`src/rtl/img_pkg.sv`:
```
// Shared types for the pixel store path: capture FSM states, pixel layout
// and nibble/pixel widths.
package img_pkg;

    localparam int PIX_W = 12;
    localparam int NIB_W = 4;

    // Bit offsets of the colour fields inside a stored pixel
    localparam int R_LSB = 8;
    localparam int G_LSB = 4;
    localparam int B_LSB = 0;

    typedef enum logic [2:0] {
        IDLE,
        CAP_R,
        CAP_G,
        CAP_B,
        DONE
    } state_t;

    // Field order gives R in [11:8], G in [7:4], B in [3:0]
    typedef struct packed {
        logic [NIB_W-1:0] r;
        logic [NIB_W-1:0] g;
        logic [NIB_W-1:0] b;
    } pixel_t;

endpackage

```
`src/rtl/pack_accept_gen.sv`:
```
// Turns the packer's valid into a single-cycle pack accept.
// With PACK_EDGE_DETECT_EN defined only a 0->1 transition of pack_valid_i
// counts; otherwise every high cycle is one pack.
module pack_accept_gen (
    input  logic clk,
    input  logic reset,
    input  logic pack_valid_i,
    output logic accept_o
);

`ifdef PACK_EDGE_DETECT_EN
    logic valid_prev_q;

    // Remember last cycle's valid so a held level is counted only once
    always_ff @(posedge clk) begin
        if (reset) begin
            valid_prev_q <= 1'b0;
        end else begin
            valid_prev_q <= pack_valid_i;
        end
    end

    assign accept_o = pack_valid_i & ~valid_prev_q;
`else
    // Clock and reset are only needed by the edge-detect build
    logic unused_clk_rst;
    assign unused_clk_rst = &{1'b0, clk, reset};

    assign accept_o = pack_valid_i;
`endif

endmodule

```
`src/rtl/pixel_store_ctrl.sv`:
```
// Pixel store controller: gates the upstream bit collector, gathers three
// packs as R, G, B and writes one 12-bit pixel per triple at an incrementing
// address, pulsing frame_done on the last write of a frame.
// Optional build macro: PACK_EDGE_DETECT_EN (see pack_accept_gen).
module pixel_store_ctrl
    import img_pkg::*;
#(
    parameter int IMG_W  = 64,
    parameter int IMG_H  = 64,
    parameter int ADDR_W = 12
) (
    input  logic              clk,
    input  logic              reset,
    input  logic              start,
    input  logic              pack_valid,
    input  logic [NIB_W-1:0]  pack_data,
    output logic              rx_en,
    output logic              wr_en,
    output logic [ADDR_W-1:0] wr_addr,
    output logic [PIX_W-1:0]  wr_data,
    output logic              busy,
    output logic              frame_done,
    output logic              err_overrun
);

    localparam int NPIX = IMG_W * IMG_H;
    localparam logic [ADDR_W-1:0] LAST_ADDR = ADDR_W'(NPIX - 1);

    if ((2 ** ADDR_W) < NPIX) begin : g_addr_check
        $error("pixel_store_ctrl: ADDR_W too small for IMG_W*IMG_H");
    end

    logic accept;

    pack_accept_gen u_accept (
        .clk          (clk),
        .reset        (reset),
        .pack_valid_i (pack_valid),
        .accept_o     (accept)
    );

    state_t             state_q;
    logic               rx_en_q;
    logic               wr_en_q;
    logic [ADDR_W-1:0]  wr_addr_q;   // doubles as the pixel counter
    pixel_t             wr_data_q;
    logic               busy_q;
    logic               frame_done_q;
    logic               err_q;
    logic [NIB_W-1:0]   r_q;
    logic [NIB_W-1:0]   g_q;

    // Capture FSM with registered outputs; the address advances once the
    // write strobe has been presented and wraps after the last pixel
    always_ff @(posedge clk) begin
        if (reset) begin
            state_q      <= IDLE;
            rx_en_q      <= 1'b0;
            wr_en_q      <= 1'b0;
            wr_addr_q    <= '0;
            wr_data_q    <= '0;
            busy_q       <= 1'b0;
            frame_done_q <= 1'b0;
            err_q        <= 1'b0;
        end else begin
            wr_en_q      <= 1'b0;
            frame_done_q <= 1'b0;
            if (wr_en_q) begin
                wr_addr_q <= (wr_addr_q == LAST_ADDR) ? '0 : wr_addr_q + ADDR_W'(1);
            end
            case (state_q)
                IDLE: begin
                    if (start) begin
                        state_q   <= CAP_R;
                        busy_q    <= 1'b1;
                        rx_en_q   <= 1'b1;
                        wr_addr_q <= '0;
                        err_q     <= 1'b0;
                    end
                    // A pack here is dropped; it still flags even alongside start
                    if (accept) begin
                        err_q <= 1'b1;
                    end
                end
                CAP_R: begin
                    if (accept) begin
                        r_q     <= pack_data;
                        state_q <= CAP_G;
                    end
                end
                CAP_G: begin
                    if (accept) begin
                        g_q     <= pack_data;
                        state_q <= CAP_B;
                    end
                end
                CAP_B: begin
                    if (accept) begin
                        wr_data_q <= '{r: r_q, g: g_q, b: pack_data};
                        wr_en_q   <= 1'b1;
                        if (wr_addr_q == LAST_ADDR) begin
                            state_q      <= DONE;
                            frame_done_q <= 1'b1;
                            rx_en_q      <= 1'b0;
                            busy_q       <= 1'b0;
                        end else begin
                            state_q <= CAP_R;
                        end
                    end
                end
                DONE: begin
                    state_q <= IDLE;
                    if (accept) begin
                        err_q <= 1'b1;
                    end
                end
                default: state_q <= IDLE;
            endcase
        end
    end

    assign rx_en       = rx_en_q;
    assign wr_en       = wr_en_q;
    assign wr_addr     = wr_addr_q;
    assign wr_data     = wr_data_q;
    assign busy        = busy_q;
    assign frame_done  = frame_done_q;
    assign err_overrun = err_q;

endmodule
```
`config.mk`:
```
export PLATFORM = sky130hd
export DESIGN_NAME = pixel_store_ctrl
export DESIGN_NICKNAME = d
export VERILOG_FILES = /design/src/rtl/img_pkg.sv /design/src/rtl/pack_accept_gen.sv /design/src/rtl/pixel_store_ctrl.sv
export SDC_FILE = /design/constraint.sdc
export NUM_CORES = 1
export LEC_CHECK = 0
export CORE_MARGIN = 3
export CORE_UTILIZATION = 48
export CTS_CLUSTER_DIAMETER = 30
export CTS_CLUSTER_SIZE = 20
export DETAILED_ROUTE_END_ITERATION = 10
export HOLD_SLACK_MARGIN = 0.12
export MAX_ROUTING_LAYER = met4
export PLACE_DENSITY_LB_ADDON = 0.08
export REMOVE_ABC_BUFFERS = 1
export SYNTH_ARGS = -nofsm -noshare
export SYNTH_HDL_FRONTEND = slang
export SYNTH_SLANG_ARGS = --single-unit
```
`constraint.sdc`:
```
create_clock -name clk -period 2.05 [get_ports clk]
set_input_delay 0.205 -clock clk [delete_from_list [all_inputs] [get_ports clk]]
set_output_delay 0.205 -clock clk [all_outputs]
set_load 0.01 [all_outputs]
```
# Yosys cells after proc, flatten, opt, wreduce, memory -nomap -nowiden
# Index checks and enable logic that the tools add are counted.
[op_classes]
add_sub_neg = 1
eq_ne = 12
mux = 20
bitwise = 3
reduce_logical = 11
[ops]
columns = ["op", "n"]
rows = [
  ["12-bit 2-to-1 mux", 4],
  ["3-bit 2-to-1 mux", 5],
  ["12-bit by 1-bit adder with 12-bit output, second input constant", 1],
  ["12-bit equality test, second input constant", 1],
  ["2-bit != test, second input constant", 6],
  ["3-bit one-hot mux with 4 select lines", 1],
  ["3-bit AND reduction", 3],
  ["1-bit 2-to-1 mux", 8],
  ["4-bit AND reduction", 2],
  ["3-bit by 2-bit equality test with 1-bit output, second input constant", 2],
  ["1-bit one-hot mux with 2 select lines", 2],
  ["2-bit nonzero test", 2],
  ["3-bit by 1-bit equality test with 1-bit output, second input constant", 1],
  ["3-bit equality test, second input constant", 1],
  ["3-bit logical NOT", 1],
  ["3-bit != test, second input constant", 1],
  ["1-bit inverter", 3],
  ["3-bit OR reduction", 1],
  ["2-bit AND reduction", 1],
  ["2-bit OR reduction", 1],
]
[word_totals]
regBits = 39
wordCells = 58

# Depth between registers and ports, before layout
[depth]
word_depth = 5
depth_mapped = 6
ltp_nobuf = 5

# Hierarchy
# From an unflattened synthesis, not the netlist that was laid out.
[unflattened]
cells_unflattened = 161
area_unflattened_um2 = 1532.7
[by_module_without_submodules]
columns = ["mod", "n_inst", "cells_per_inst", "area_per_inst_um2", "seq_area_each_um2"]
rows = [
  ["pixel_store_ctrl", 1, 160, 1525.2, 860.8],
  ["pack_accept_gen", 1, 1, 7.5, 0.0],
]

# Worst setup path before layout
# Ideal clock, no wire load.
[synth_timing]
path_type = "reg-to-reg"
from = "register wr_addr_q[0], in the netlist wr_addr[0]"
to = "register state_q[0]"
setup_ps = 116
t_arrival_ps = 1461
required_time_ps = 1934
slack_ps = 473
stages_incl_launch_ff = 7
n_path_buf = 1
cell_sequence = "dfxtp_1 ha_1 nand4_2 or3_1 buf_6 a21oi_2 nor2_1"
[synth_between]
elab_chain_cells = 4
[synth_rtl]
columns = ["element", "line", "rtl"]
rows = [
  ["start: declaration", "pixel_store_ctrl.sv:45", "logic [ADDR_W-1:0] wr_addr_q;"],
  ["start signal: assignment", "pixel_store_ctrl.sv:69", "wr_addr_q <= (wr_addr_q == LAST_ADDR) ? '0 : wr_addr_q + ADDR_W'(1);"],
  ["12-bit equality test", "pixel_store_ctrl.sv:101", "if (wr_addr_q == LAST_ADDR) begin"],
  ["3-bit 2-to-1 mux", "pixel_store_ctrl.sv:101", ""],
  ["3-bit 2-to-1 mux", "pixel_store_ctrl.sv:98", "if (accept) begin"],
  ["3-bit one-hot mux with 4 select lines", "pixel_store_ctrl.sv:71", "case (state_q)"],
  ["end signal: assignment", "pixel_store_ctrl.sv:74", "state_q <= CAP_R;"],
  ["end signal: assignment", "pixel_store_ctrl.sv:102", "state_q <= DONE;"],
  ["end signal: assignment", "pixel_store_ctrl.sv:107", "state_q <= CAP_R;"],
  ["end: declaration", "pixel_store_ctrl.sv:42", "state_t state_q;"],
]
# Every way passes these cells. The select of a mux whose other input is x is not followed.
# A chain may end at the register's enable or synchronous reset.

# Worst setup path in the final report
[layout_timing]
from = "register wr_en_q, in the netlist wr_en"
to = "output port wr_en"
[layout_lines]
columns = ["element", "line", "rtl"]
rows = [
  ["start: declaration", "pixel_store_ctrl.sv:44", "logic wr_en_q;"],
  ["start signal: assignment", "pixel_store_ctrl.sv:59", "wr_en_q <= 1'b0;"],
  ["start signal: assignment", "pixel_store_ctrl.sv:66", "wr_en_q <= 1'b0;"],
  ["start signal: assignment", "pixel_store_ctrl.sv:100", "wr_en_q <= 1'b1;"],
  ["end: declaration", "pixel_store_ctrl.sv:18", "output logic wr_en,"],
]
# No word-level cell between the ends.

==> results.yml <==
global_route:
  grt_max_degree: 18
  grt_usage_pct: 18.5
  grt_pass1_vias: 1150
  grt-ovfl-total: 0
  grt_pass1_wl_microns: 5460
  antenna_found_initial: 0
detailed_routing:
  drt_iter0_markers: 69
  vias_per_cell: 5.07
  drc: 0
  drt_wl_total_microns: 3050
  vias: 1226
  ant_nets: 0
  dr.pass1.iters: 4
  routed_wire_length_per_instance_microns: 12.6
final_layout:
  synthToLayoutAreaGrowth_pct: 29.9
  final_layout_size_suffix_gt1_share_pct: 10.0
  finalNonFillerCells: 242
  nets: 208
  fillCellCount: 253
  diodes: 0
  multi_input_area_sq_um: 604
  regArea_sq_um: 861
sta:
  setup_violations: 0
  clock_skew_ps: 10.0
  slew_headroom_pct: 62.2
  period_share_pct: 81.2
  rsz0062_at_grt: "false"
  max_freq_mhz: 601
  period_minus_slack_ps: 1660
  hold_violations: 0
  drv_slew: 0
  finalSetupTns_ps: 0
  worst_slew_pin_slew_ps: 559
logic_synthesis:
  postSynthCellCount: 160
  yosys_warnings: 0
  synth_area_leaders: "dfxtp_1 41%, edfxtp_1 16%, nand2_1 7.1%"
  ys.flop_type: "dfxtp_1"
  ys_seq_area_share_pct: 56.4
  avgSynthCellArea_sq_um: 9.53
  synth_cell_type_count: 32
  synth_edf_count: 8
  synthTopCellsByCount: "31 x dfxtp_1, 29 x nand2_1, 19 x nor2_1"
  synth_top_area_cell: "dfxtp_1"
  synth_top_area_share_pct: 40.7
  ys_ff_latch: 39
  syn-cell-area_sq_mm: 0.00153
  ys_async_sr_fraction_pct: 0
  post-synth-top-count-cell: "dfxtp_1"
placement:
  hpwlAfterDp_microns: 2260
  dp.cells: 234
  gp_congestion: 0.806
  portBuffers: 36
hold_path:
  hp-class: "input pin to flip-flop"
worst_setup_path:
  end_kind: "primary output"
  cp_cell_sequence: "clkdlybuf4s50_1"
  crit_slowest_cell: "clkdlybuf4s50_1"
  cp_top_family: "buffers and inverters"
  crit_type: "flip-flop to primary output"
  arrival_ps: 1460
  slowest_delay_ps: 600
  crit_buf_inv: 1
  cp-start-kind: "flip-flop"
  worst_ep_required_time_ps: 1850
  critical_path.max_fanout: 10
clock_tree:
  cts_tree: "yes"
  cts_resized: 0
  clock_latency_ps: 360
  clkSinkCount: 39
  cts_buffers: 5
  cts_max_level: 2
  postCtsSetupRepairBufs: 0
  holdBufCountCts: 0
  clk_pin_slew_ps: 130
  cts-root-buf: "clkbuf_4"
  clock_path_buffers: 2
floorplanning:
  rows: 19
  die_height_microns: 62.4
  dieArea_sq_mm: 0.00389
  ioPinCount: 37
  core_sq_mm: 0.00290
  die_w_microns: 62.4
  start_util_pct: 52.6
power_and_ir_drop:
  power_density_mw_per_mm2: 655
  p_leak_nw: 0.630
  ir_drop_mv: 0.498
  p_total_mw: 1.30
flow_run:
  cap_viol_max_count: 0
status:
  status: "finished, final reports clean"
power by group:
group	switching, mW	internal, mW
registers	0.0128	0.797
clock network	0.263	0.131
logic	0.0464	0.0475
cells in the final DEF, fill, tap and decap left out, types with 4 or more instances in the layout:
cell type        instances
a21oi_1                 16
buf_4                    4
clkbuf_4                 5
clkdlybuf4s50_1         36
dfxtp_1                 31
edfxtp_1                 8
inv_1                    4
nand2_1                 29
nor2_1                  19
nor3_1                   7
xnor2_1                  6
xor2_1                   4
routing by layer:
metal | routed length [microns] | track usage, % | vias to the layer above
met4 | 60 | 8.26 | 0
met1 | 1310 | 21.1 | 569
met3 | 182 | 5.58 | 7
li1 | - | - | 619
met5 | 0 | - | -
met2 | 1490 | 30.1 | 31
final timing paths:
check | from | end | slack, ps | cells past startpoint
worst min-delay path | pack_data[0] | wr_data[0]$_SDFFE_PP0P_ | 440 | 3
worst max-delay path | wr_en$_SDFF_PP0_ | wr_en | 390 | 1
worst max register to register | wr_addr[0]$_SDFF_PP0_ | state_q[0]$_SDFFE_PP0P_ | 390 | 5
worst min register to register | wr_data[8]$_SDFFE_PP0P_ | wr_data[8]$_SDFFE_PP0P_ | 460 | 2
layout make-up:
| cell class | instances | share of cell area (%) |
|---|---|---|
| inverters | 4 | 0.758 |
| clock buffers | 5 | 1.90 |
| multi-input cells | 109 | 30.5 |
| well taps | 42 | 2.65 |
| repair buffers | 40 | 19.7 |
| clock inverters | 3 | 1.01 |
| flip-flops and latches | 39 | 43.5 |
flip-flops by register name, indices dropped and copies added, names as in the netlist:
signal and flops:
busy 1, wr_addr 12, r_q 4, frame_done 1
wr_en 1, err_overrun 1, g_q 4, state_q 3
wr_data 12
cells by family (layout without fill, tap and decap cells):
logic type	count (synthesis)	count (layout)	synth area share, %
xor gates and xnor gates	10	10	5.74
buffers and inverters	12	52	3.94
and+or+nand+nor	77	77	24.4
adders and majority gates	1	1	0.820
muxes	1	1	0.738
AOI/OAI and AO/OA	20	20	7.88
DFF	39	39	56.4
stage by stage:
stage	utilization (%)	hold slack [ps]	instance area, sq um	worst slack, ps
global route	68.3	420	1980	269
detailed placement	66.3	446	1920	397
CTS	68.3	423	1980	374
global placement	66.3	441	1920	401
finish	68.3	438	1980	386
floorplan	-	274	1480	496
Note: power is estimated with default switching activity, not from simulation.
